[config.mk]
export PLATFORM = sky130hd
export DESIGN_NAME = pergate_round_ctrl_flat
export DESIGN_NICKNAME = d
export VERILOG_FILES = /design/src/rtl/pergate_round_ctrl_pkg.sv /design/src/rtl/pergate_round_ctrl_if.sv /design/src/rtl/field_modadd_seq.sv /design/src/rtl/pergate_round_ctrl.sv /design/src/flat_wrapper.sv
export SDC_FILE = /design/constraint.sdc
export NUM_CORES = 1
export LEC_CHECK = 0
export BUFFER_PORTS_ARGS = -buffer_cell sky130_fd_sc_hd__buf_2
export CAP_MARGIN = 0
export CORE_AREA = 4 4 363 365
export DETAILED_ROUTE_END_ITERATION = 7
export DIE_AREA = 0 0 367 369
export PLACE_DENSITY_LB_ADDON = 0.1
export SYNTH_ARGS = -nofsm -noshare
export SYNTH_HDL_FRONTEND = slang
export SYNTH_HIERARCHICAL = 1
export SYNTH_SLANG_ARGS = --single-unit
[constraint.sdc]
create_clock -name i_clk -period 9 [get_ports i_clk]
set_clock_uncertainty 0.1 [all_clocks]
set_input_delay 0.45 -clock i_clk [delete_from_list [all_inputs] [get_ports i_clk]]
set_output_delay 0.45 -clock i_clk [all_outputs]
set_load 0.02 [all_outputs]
[src/rtl/pergate_round_ctrl_pkg.sv]
// Shared types and constants for the per-gate round controller.
// Field: F_NBITS-bit prime field, p = 2^61 - 1.
package pergate_round_ctrl_pkg;

  localparam int unsigned F_NBITS = 61;
  localparam logic [F_NBITS-1:0] F_PRIME = {F_NBITS{1'b1}};

  // Cycles after a launch during which bank ready is not trusted.
  localparam int unsigned GuardCycles = 3;
  // Evaluation points per gate: f(0), f(1), f(2).
  localparam int unsigned NumLanes = 3;

  typedef enum logic [2:0] {
    StIdle,
    StLaunch,
    StGuard,
    StWait,
    StAccum,
    StPresent,
    StFin
  } state_e;

endpackage

[src/rtl/pergate_round_ctrl_if.sv]
// Control/data bus between the round controller (master), its launcher
// (start/done), the per-gate bank and the round-challenge consumer.
interface pergate_round_ctrl_if
  import pergate_round_ctrl_pkg::*;
#(
  parameter int unsigned NGATES  = 4,
  parameter int unsigned NROUNDS = 6
) ();

  localparam int unsigned KW = (NROUNDS > 1) ? $clog2(NROUNDS) : 1;

  logic                                          start;
  logic                                          busy;
  logic                                          pg_en;
  logic                                          pg_restart;
  logic                                          pg_precomp;
  logic [NGATES-1:0]                             pg_ready;
  logic [NGATES-1:0][NumLanes-1:0][F_NBITS-1:0]  pg_out;
  logic                                          rnd_valid;
  logic                                          rnd_ack;
  logic [KW-1:0]                                 rnd_idx;
  logic [NumLanes-1:0][F_NBITS-1:0]              rnd_h;
  logic                                          done;
  logic                                          wdog_err;

  modport master (
    input  start, pg_ready, pg_out, rnd_ack,
    output busy, pg_en, pg_restart, pg_precomp, rnd_valid, rnd_idx, rnd_h, done, wdog_err
  );

  modport slave (
    output start, pg_ready, pg_out, rnd_ack,
    input  busy, pg_en, pg_restart, pg_precomp, rnd_valid, rnd_idx, rnd_h, done, wdog_err
  );

endinterface

[src/rtl/field_modadd_seq.sv]
// Combinational modular adder: (a + b) mod p for a, b < p.
module field_modadd_seq
  import pergate_round_ctrl_pkg::*;
(
  input  logic [F_NBITS-1:0] i_a,
  input  logic [F_NBITS-1:0] i_b,
  output logic [F_NBITS-1:0] o_sum
);

  logic [F_NBITS:0] w_sum;
  logic             w_ge;

  assign w_sum = {1'b0, i_a} + {1'b0, i_b};
  assign w_ge  = (w_sum >= {1'b0, F_PRIME});
  // The reduced result is < p < 2^F_NBITS, so F_NBITS-bit wraparound is exact.
  assign o_sum = w_ge ? (i_a + i_b - F_PRIME) : (i_a + i_b);

endmodule

[src/rtl/pergate_round_ctrl.sv]
// Sequencer/collector for a bank of per-gate compute instances: launches
// NROUNDS rounds per level (first NPRE as precompute), sums the bank's
// three-point outputs mod p and presents one round message per round.
// Optional watchdog on the bank wait: define PERGATE_ROUND_CTRL_WDOG_EN.
module pergate_round_ctrl
  import pergate_round_ctrl_pkg::*;
#(
  parameter int unsigned NGATES      = 4,
  parameter int unsigned NROUNDS     = 6,
  parameter int unsigned NPRE        = 2,
  parameter int unsigned WDOG_CYCLES = 1024
) (
  input  logic                   i_clk,
  input  logic                   i_rstb,
  pergate_round_ctrl_if.master   io_bus
);

  localparam int unsigned KW     = (NROUNDS > 1) ? $clog2(NROUNDS) : 1;
  localparam int unsigned GW     = (NGATES > 1) ? $clog2(NGATES) : 1;
  localparam int unsigned GuardW = $clog2(GuardCycles);

  state_e                            r_state;
  logic [KW-1:0]                     r_k;
  logic [GW-1:0]                     r_g;
  logic [GuardW-1:0]                 r_guard;
  logic [NumLanes-1:0][F_NBITS-1:0]  r_acc;
  logic                              r_busy;
  logic                              r_pg_en;
  logic                              r_pg_restart;
  logic                              r_pg_precomp;
  logic                              r_rnd_valid;
  logic                              r_done;
  logic                              r_wdog_err;

  logic [NumLanes-1:0][F_NBITS-1:0]  w_gate_out;
  logic [NumLanes-1:0][F_NBITS-1:0]  w_sum;
  logic                              w_all_ready;

  assign w_gate_out  = io_bus.pg_out[r_g];
  assign w_all_ready = &io_bus.pg_ready;

  for (genvar j = 0; j < NumLanes; j++) begin : g_lane
    field_modadd_seq u_add (
      .i_a   (r_acc[j]),
      .i_b   (w_gate_out[j]),
      .o_sum (w_sum[j])
    );
  end

`ifdef PERGATE_ROUND_CTRL_WDOG_EN
  localparam int unsigned WW = $clog2(WDOG_CYCLES + 1);
  logic [WW-1:0] r_wdog;
`else
  logic w_unused_wdog;
  assign w_unused_wdog = (WDOG_CYCLES == 0);
`endif

  // Level sequencer; all bus outputs are registered here.
  always_ff @(posedge i_clk) begin
    if (i_rstb) begin
      r_state      <= StIdle;
      r_k          <= '0;
      r_g          <= '0;
      r_guard      <= '0;
      r_acc        <= '0;
      r_busy       <= 1'b0;
      r_pg_en      <= 1'b0;
      r_pg_restart <= 1'b0;
      r_pg_precomp <= 1'b0;
      r_rnd_valid  <= 1'b0;
      r_done       <= 1'b0;
      r_wdog_err   <= 1'b0;
`ifdef PERGATE_ROUND_CTRL_WDOG_EN
      r_wdog       <= '0;
`endif
    end else begin
      // Launch qualifiers and done are single-cycle pulses.
      r_pg_en      <= 1'b0;
      r_pg_restart <= 1'b0;
      r_pg_precomp <= 1'b0;
      r_done       <= 1'b0;
      unique case (r_state)
        StIdle: begin
          if (io_bus.start) begin
            r_k          <= '0;
            r_busy       <= 1'b1;
            r_pg_en      <= 1'b1;
            r_pg_restart <= 1'b1;
            r_pg_precomp <= (NPRE > 0);
            r_state      <= StLaunch;
          end
        end
        StLaunch: begin
          r_guard <= '0;
          r_state <= StGuard;
        end
        StGuard: begin
          if (r_guard == GuardW'(GuardCycles - 1)) begin
            r_state <= StWait;
`ifdef PERGATE_ROUND_CTRL_WDOG_EN
            r_wdog  <= '0;
`endif
          end else begin
            r_guard <= r_guard + GuardW'(1);
          end
        end
        StWait: begin
          if (w_all_ready) begin
            if (int'(r_k) < int'(NPRE)) begin
              r_k          <= r_k + KW'(1);
              r_pg_en      <= 1'b1;
              r_pg_precomp <= (int'(r_k) + 1 < int'(NPRE));
              r_state      <= StLaunch;
            end else begin
              r_acc   <= '0;
              r_g     <= '0;
              r_state <= StAccum;
            end
          end
`ifdef PERGATE_ROUND_CTRL_WDOG_EN
          else if (r_wdog == WW'(WDOG_CYCLES - 1)) begin
            r_wdog_err <= 1'b1;
            r_busy     <= 1'b0;
            r_state    <= StIdle;
          end else begin
            r_wdog <= r_wdog + WW'(1);
          end
`endif
        end
        StAccum: begin
          r_acc <= w_sum;
          if (r_g == GW'(NGATES - 1)) begin
            r_rnd_valid <= 1'b1;
            r_state     <= StPresent;
          end else begin
            r_g <= r_g + GW'(1);
          end
        end
        StPresent: begin
          if (io_bus.rnd_ack) begin
            r_rnd_valid <= 1'b0;
            if (int'(r_k) == int'(NROUNDS) - 1) begin
              r_done  <= 1'b1;
              r_state <= StFin;
            end else begin
              r_k          <= r_k + KW'(1);
              r_pg_en      <= 1'b1;
              r_pg_precomp <= (int'(r_k) + 1 < int'(NPRE));
              r_state      <= StLaunch;
            end
          end
        end
        StFin: begin
          r_busy  <= 1'b0;
          r_state <= StIdle;
        end
        default: r_state <= StIdle;
      endcase
    end
  end

  assign io_bus.busy       = r_busy;
  assign io_bus.pg_en      = r_pg_en;
  assign io_bus.pg_restart = r_pg_restart;
  assign io_bus.pg_precomp = r_pg_precomp;
  assign io_bus.rnd_valid  = r_rnd_valid;
  assign io_bus.rnd_idx    = r_k;
  assign io_bus.rnd_h      = r_acc;
  assign io_bus.done       = r_done;
  assign io_bus.wdog_err   = r_wdog_err;

endmodule

[src/flat_wrapper.sv]
// flat-port wrapper written by rule: the top's interface ports become plain ports
module pergate_round_ctrl_flat import pergate_round_ctrl_pkg::*;
#(
  parameter int unsigned NGATES      = 4,
  parameter int unsigned NROUNDS     = 6,
  parameter int unsigned NPRE        = 2,
  parameter int unsigned WDOG_CYCLES = 1024
)
  (i_clk, i_rstb, io_bus_start, io_bus_pg_ready, io_bus_pg_out, io_bus_rnd_ack, io_bus_busy, io_bus_pg_en, io_bus_pg_restart, io_bus_pg_precomp, io_bus_rnd_valid, io_bus_rnd_idx, io_bus_rnd_h, io_bus_done, io_bus_wdog_err);
  pergate_round_ctrl_if #(.NGATES(NGATES), .NROUNDS(NROUNDS)) io_bus_i ();
  input  logic i_clk;
  input  logic i_rstb;
  input wire logic [$bits(io_bus_i.start)-1:0] io_bus_start;
  input wire logic [$bits(io_bus_i.pg_ready)-1:0] io_bus_pg_ready;
  input wire logic [$bits(io_bus_i.pg_out)-1:0] io_bus_pg_out;
  input wire logic [$bits(io_bus_i.rnd_ack)-1:0] io_bus_rnd_ack;
  output wire logic [$bits(io_bus_i.busy)-1:0] io_bus_busy;
  output wire logic [$bits(io_bus_i.pg_en)-1:0] io_bus_pg_en;
  output wire logic [$bits(io_bus_i.pg_restart)-1:0] io_bus_pg_restart;
  output wire logic [$bits(io_bus_i.pg_precomp)-1:0] io_bus_pg_precomp;
  output wire logic [$bits(io_bus_i.rnd_valid)-1:0] io_bus_rnd_valid;
  output wire logic [$bits(io_bus_i.rnd_idx)-1:0] io_bus_rnd_idx;
  output wire logic [$bits(io_bus_i.rnd_h)-1:0] io_bus_rnd_h;
  output wire logic [$bits(io_bus_i.done)-1:0] io_bus_done;
  output wire logic [$bits(io_bus_i.wdog_err)-1:0] io_bus_wdog_err;
  assign io_bus_i.start = io_bus_start;
  assign io_bus_i.pg_ready = io_bus_pg_ready;
  assign io_bus_i.pg_out = io_bus_pg_out;
  assign io_bus_i.rnd_ack = io_bus_rnd_ack;
  assign io_bus_busy = io_bus_i.busy;
  assign io_bus_pg_en = io_bus_i.pg_en;
  assign io_bus_pg_restart = io_bus_i.pg_restart;
  assign io_bus_pg_precomp = io_bus_i.pg_precomp;
  assign io_bus_rnd_valid = io_bus_i.rnd_valid;
  assign io_bus_rnd_idx = io_bus_i.rnd_idx;
  assign io_bus_rnd_h = io_bus_i.rnd_h;
  assign io_bus_done = io_bus_i.done;
  assign io_bus_wdog_err = io_bus_i.wdog_err;
  pergate_round_ctrl #(.NGATES(NGATES), .NROUNDS(NROUNDS), .NPRE(NPRE), .WDOG_CYCLES(WDOG_CYCLES)) u_core (.i_clk(i_clk), .i_rstb(i_rstb), .io_bus(io_bus_i));
endmodule
# Word-level counts from Yosys, hierarchy flattened
# Index checks and enable logic that the tools add are counted.
[totals] reg_bits=199 in_bits=740 output_inout_bits=193 word_cells=115
[classes] n_eq_ne=19 add_sub_neg=13 mux=45 bitwise=3 reduce_logical=16 magnitude_cmp=6
[ops] op="two-way mux 183 bit" n=3
[ops] op="binary-select mux 183 bit (select 2 bit)" n=1
[ops] op="case mux 183 bit (2 select lines)" n=1
[ops] op="adder 61 x 61 -> 62 bit" n=3
[ops] op=">= comparator 62 x 61 -> 1 bit, second input constant" n=3
[ops] op="adder 61 bit" n=3
[ops] op="two-way mux 61 bit" n=3
[ops] op="subtractor 61 bit, second input constant" n=3
[ops] op="two-way mux 3 bit" n=12
[ops] op="< comparator 32 x 3 -> 1 bit, second input constant" n=1
[ops] op="case mux 3 bit (6 select lines)" n=1
[ops] op="two-way mux 1 bit" n=13
[ops] op="equality test 3 bit, second input constant" n=4
[ops] op="inequality test 2 bit, second input constant" n=6
[ops] op="case mux 3 bit (3 select lines)" n=1
[ops] op="two-way mux 2 bit" n=4
[ops] op="inequality test 2 x 1 -> 1 bit, second input constant" n=4
[ops] op="case mux 2 bit (2 select lines)" n=2
[ops] op="AND reduction 4 bit" n=2
[ops] op="nonzero test 2 bit" n=4
[ops] op="equality test 3 x 2 -> 1 bit, second input constant" n=2
[ops] op="case mux 1 bit (3 select lines)" n=2
[ops] op="AND reduction 3 bit" n=2
[ops] op="AND reduction 6 bit" n=1
[ops] op="15 further kinds" n=21

# Logic depth before layout (Yosys ltp)
[logic_depth] depth_word=6 mapped_depth=24 depth_no_buf=18

# By module
# The synthesis kept the hierarchy.
[modules_own_cells] module="pergate_round_ctrl" cells_each=960 instances=1 area_per_inst_um2=11403.4 seq_area_each_um2=3983.8
[modules_own_cells] module="field_modadd_seq (u_core.g_lane[1].u_add)" cells_each=1181 instances=1 area_per_inst_um2=7772.5 seq_area_each_um2=0.0
[modules_own_cells] module="field_modadd_seq (u_core.g_lane[0].u_add)" cells_each=971 instances=1 area_per_inst_um2=6521.3 seq_area_each_um2=0.0
[modules_own_cells] module="field_modadd_seq (u_core.g_lane[2].u_add)" cells_each=909 instances=1 area_per_inst_um2=6182.2 seq_area_each_um2=0.0

# Worst setup path before layout
# No wires, ideal clock.
[synth_path] path_kind="register to register" start="register u_core.r_g[0]" end="register u_core.r_acc (netlist bit u_core/io_bus.rnd_h[62])" path_slack_ns=3.089 t_arrival_ns=5.684 period_less_slack_ns=5.911 required_ns=8.772 n_path_buf=6 stages_incl_launch_ff=22 cell_sequence="dfxtp_1 -> clkbuf_1 -> clkbuf_1 -> buf_2 -> mux4_2 -> ha_1 -> buf_2 -> and4_1 -> and2_0 -> buf_2 -> a221oi_1 -> a2bb2oi_1 -> or3_2 -> xnor2_1 -> or4_1 -> buf_2 -> or3_4 -> nor4_4 -> a31oi_1 -> mux2_1 -> a22oi_1 -> nor2_1"
[synth_rtl] item="from (decl)" line_no="pergate_round_ctrl.sv:24" rtl="logic [GW-1:0] r_g;"
[synth_rtl] item="from (signal assigned)" line_no="pergate_round_ctrl.sv:136" rtl="r_g <= r_g + GW'(1);"
[synth_rtl] item="to (signal assigned)" line_no="pergate_round_ctrl.sv:131" rtl="r_acc <= w_sum;"
[synth_rtl] item="to (decl)" line_no="pergate_round_ctrl.sv:26" rtl="logic [NumLanes-1:0][F_NBITS-1:0] r_acc;"

==> results_dict.tcl <==
set metrics [dict create \
    io_buffers 931 \
    p_per_area_nw_per_um2 65.9 \
    synthTopCellsByCount "nor2_1 (440), nand2_1 (329), a21oi_1 (295)" \
    clkPwrFrac_pct 33.6 \
    yosysTopAreaCellShare_pct 12.9 \
    finalHoldViolations 0 \
    pin_count 933 \
    combPwrFrac_pct 30.9 \
    num_rows 132 \
    hold_start "io_bus_start" \
    dieWidth_um 367 \
    cts_setup_buffers 0 \
    initialDrtViolationCount 2618 \
    cts-hold-fix-buffers 0 \
    drive_gt1_share_pct 28.8 \
    clock_latency_ns 0.57 \
    initial_core_util_pct 24.7 \
    crit_path_max_fanout 36 \
    ys_types 137 \
    use_met3_pct 3.51 \
    sw_frac_of_total_pct 36.6 \
    vias_per_cell 5.63 \
    cts.sink_count 199 \
    r2r_start "u_core/r_g[0]" \
    syn_area_per_cell_sq_um 7.93 \
    hp-class "primary input to flop" \
    ys_warn_count 6 \
    synth-edff-count 0 \
    worst_ep_required_time_ns 9.39 \
    fp.dieArea_sq_um 135000 \
    hpwl_um 138000 \
    grt_pass1_wl_um 238000 \
    power.leakage_uw 0.0152 \
    htreeDepth 4 \
    grt_max_degree 83 \
    synth-seq-area-share_pct 12.5 \
    drcViolationCount 0 \
    cts.reportedPaths.clkPinSlew_ns 0.09 \
    yosys.area.top_type "mux4_2" \
    p_total_uw 2510 \
    totalWireLength_um 165000 \
    async_reset_ff_share_pct 0 \
    overflow 0 \
    worstSetupStartpointType "flop" \
    cp_slowest_stage_delay_ns 0.85 \
    p_seq_share_pct 35.6 \
    yosysMostFrequentCell "nor2_1" \
    die_h_um 369 \
    met2_usage_pct 42.5 \
    worstSetupPathType "flop to flop" \
    cts_buffer_depth 2 \
    grt_usage_pct 23.1 \
    area_growth_pct 19.5 \
    grt.busiest_layer "met2" \
    synth_area_leaders "mux4_2 (13%), dfxtp_1 (12%), ha_1 (7.5%), nor2_1 (5.2%), a21oi_1 (4.6%)" \
    finish.net_count 5657 \
    slew_headroom_pct 21.5 \
    drt-wirelength-per-cell_um 25.7 \
    max-vdd-ir-drop_uv 143 \
    cts-resized-gates 0 \
    dr.pass1.iters 6 \
    crit_chain "buf_12, mux4_2, ha_1, a21oi_2, o21ai_0, a211oi_1, nor4bb_1, or2_1, o311a_1, nand3_2, nor4b_4, nand4_2, a211oi_2, nand3_1, xnor2_1, a22oi_1, nor2_1" \
    cts_tree "done" \
    ant_nets 0 \
    cts_root_buffer "clkbuf_16" \
    synth_flop_cell "dfxtp_1" \
    arrival_ns 8.02 \
    finalCriticalPeriod_ns 7.63 \
    status "completed" \
    cts_made_buffers 17 \
    setup_violations 0 \
    rsz0062_at_grt "no" \
    gp_congestion 0.912 \
    fin_crit_sh_pct 84.8 \
    core_sq_um 129000 \
    startpoint "u_core/r_g[0]" \
    grt_pass1_vias 35700 \
    fmax_mhz 131 \
    place_ws_ns 1.40 \
    synth-seq-cells 199 \
    endpoint_kind "flop" \
    crit_family "simple AND/OR/NAND/NOR gates" \
    p_sw_uw 918 \
    maxCapViolCount 0 \
    syn_area_sq_um 31900 \
    critPathBufInv 1 \
    p_int_uw 1590 \
    drv_slew 0 \
    postSynthCellCount 4021 \
    vias 36100 \
    antenna_cells 0 \
    critPathSlowestCell "nor4bb_1" \
    fin_ws_ns 1.37 \
    timing.setup.tns_ns 0 \
    tightest_slew_ns 1.16 \
    synth_fp_nets 4954 \
    antenna_found_initial 4 \
    grtUsageMet1_pct 27.7 \
]
[worst reg2reg max path, cell delays in order, from the launching register on]
cell and delay, ns:
dfxtp_4 0.82, buf_12 0.43, mux4_2 0.69, ha_1 0.50, a21oi_2 0.28, o21ai_0 0.19, a211oi_1 0.56, nor4bb_1 0.85
or2_1 0.30, o311a_1 0.33, nand3_2 0.19, nor4b_4 0.51, nand4_2 0.29, a211oi_2 0.78, nand3_1 0.20, xnor2_1 0.28
a22oi_1 0.14, nor2_1 0.13
[metal layers]
metal	part of all wire, %	up-vias
li1	-	17000
met3	5.4	158
met5	0.0061	-
met4	2.7	2
met1	41	17600
met2	51	1261
[sequential cells by signal (all words and copies together), names as in the netlist]
signal / cells
u_core/io_bus.busy: 1
u_core/io_bus.done: 1
u_core/io_bus.pg_en: 1
u_core/io_bus.pg_precomp: 1
u_core/io_bus.pg_restart: 1
u_core/io_bus.rnd_h: 183
u_core/io_bus.rnd_idx: 3
u_core/io_bus.rnd_valid: 1
u_core/r_g: 2
u_core/r_guard: 2
u_core/r_state: 3
[through the flow]
step | util, % | cell area, sq um | hold WS (ns) | std cells
after global routing | 29.6 | 38100 | 0.0877 | 6412
final | 29.6 | 38100 | 0.0859 | 6412
after detailed placement | 29.1 | 37500 | 0.373 | 6380
after CTS | 29.6 | 38100 | 0.0342 | 6412
after floorplan | - | 31900 | 0.350 | 4021
after global placement | 29.1 | 37500 | 0.366 | 6380
[cells by family after synthesis]
kind of cell	count (synthesis)	share of synthesized area, %
flip-flops	199	12.5
AO/OA/AOI/OAI	1259	27.8
buffers and inverters	342	5.28
other	1	0.0118
AND/OR/NAND/NOR	1571	26.1
multiplexers	215	14.0
adder cells (fa/ha/maj)	193	7.65
XOR/XNOR	241	6.64
[area by class of cell]
| class | count | area, sq um |
|---|---|---|
| inverters | 59 | 221 |
| flip-flops and latches | 199 | 3990 |
| fillers | 14200 | 90700 |
| clock buffers | 19 | 454 |
| well taps | 1675 | 2100 |
| repair buffers | 967 | 4990 |
| multi-input cells | 3480 | 26200 |
| clock inverters | 13 | 114 |
[worst paths after layout]
path	endpoint	slack, ns	cells after the start
setup reg to reg	u_core/io_bus.rnd_h[176]	1.37	17
setup / recovery	u_core/io_bus.rnd_h[176]	1.37	17
hold reg to reg	u_core/r_guard[0]	0.39	2
hold / removal	u_core/io_bus.pg_restart	0.09	3
[layout by cell type, fill, tap and decap left out, types with 45 or more instances in the layout]
cell / synthesis / final
inv_1: 58 / 58
nor2_1: 440 / 439
dfxtp_1: 199 / 197
nand3_1: 129 / 129
a21oi_1: 295 / 295
nor3_1: 120 / 119
xnor2_1: 150 / 150
o31ai_1: 57 / 57
a22oi_1: 189 / 189
o21ai_0: 173 / 173
nand4_1: 136 / 136
a21o_1: 74 / 74
xor2_1: 90 / 90
buf_2: 109 / 930
nand2_1: 329 / 329
ha_1: 190 / 190
nor4_1: 46 / 46
and4_1: 45 / 45
mux4_2: 183 / 183
[power groups by stage]
stage               sequential [uW]  combinational (uW)  clock [uW]
floorplan                       909                 445           0
global placement                913                 771           0
detailed placement              913                 770           0
CTS                             892                 773         896
global route                    894                 840         911
finish                          892                 774         842
Power figures use the tool's default switching activity.
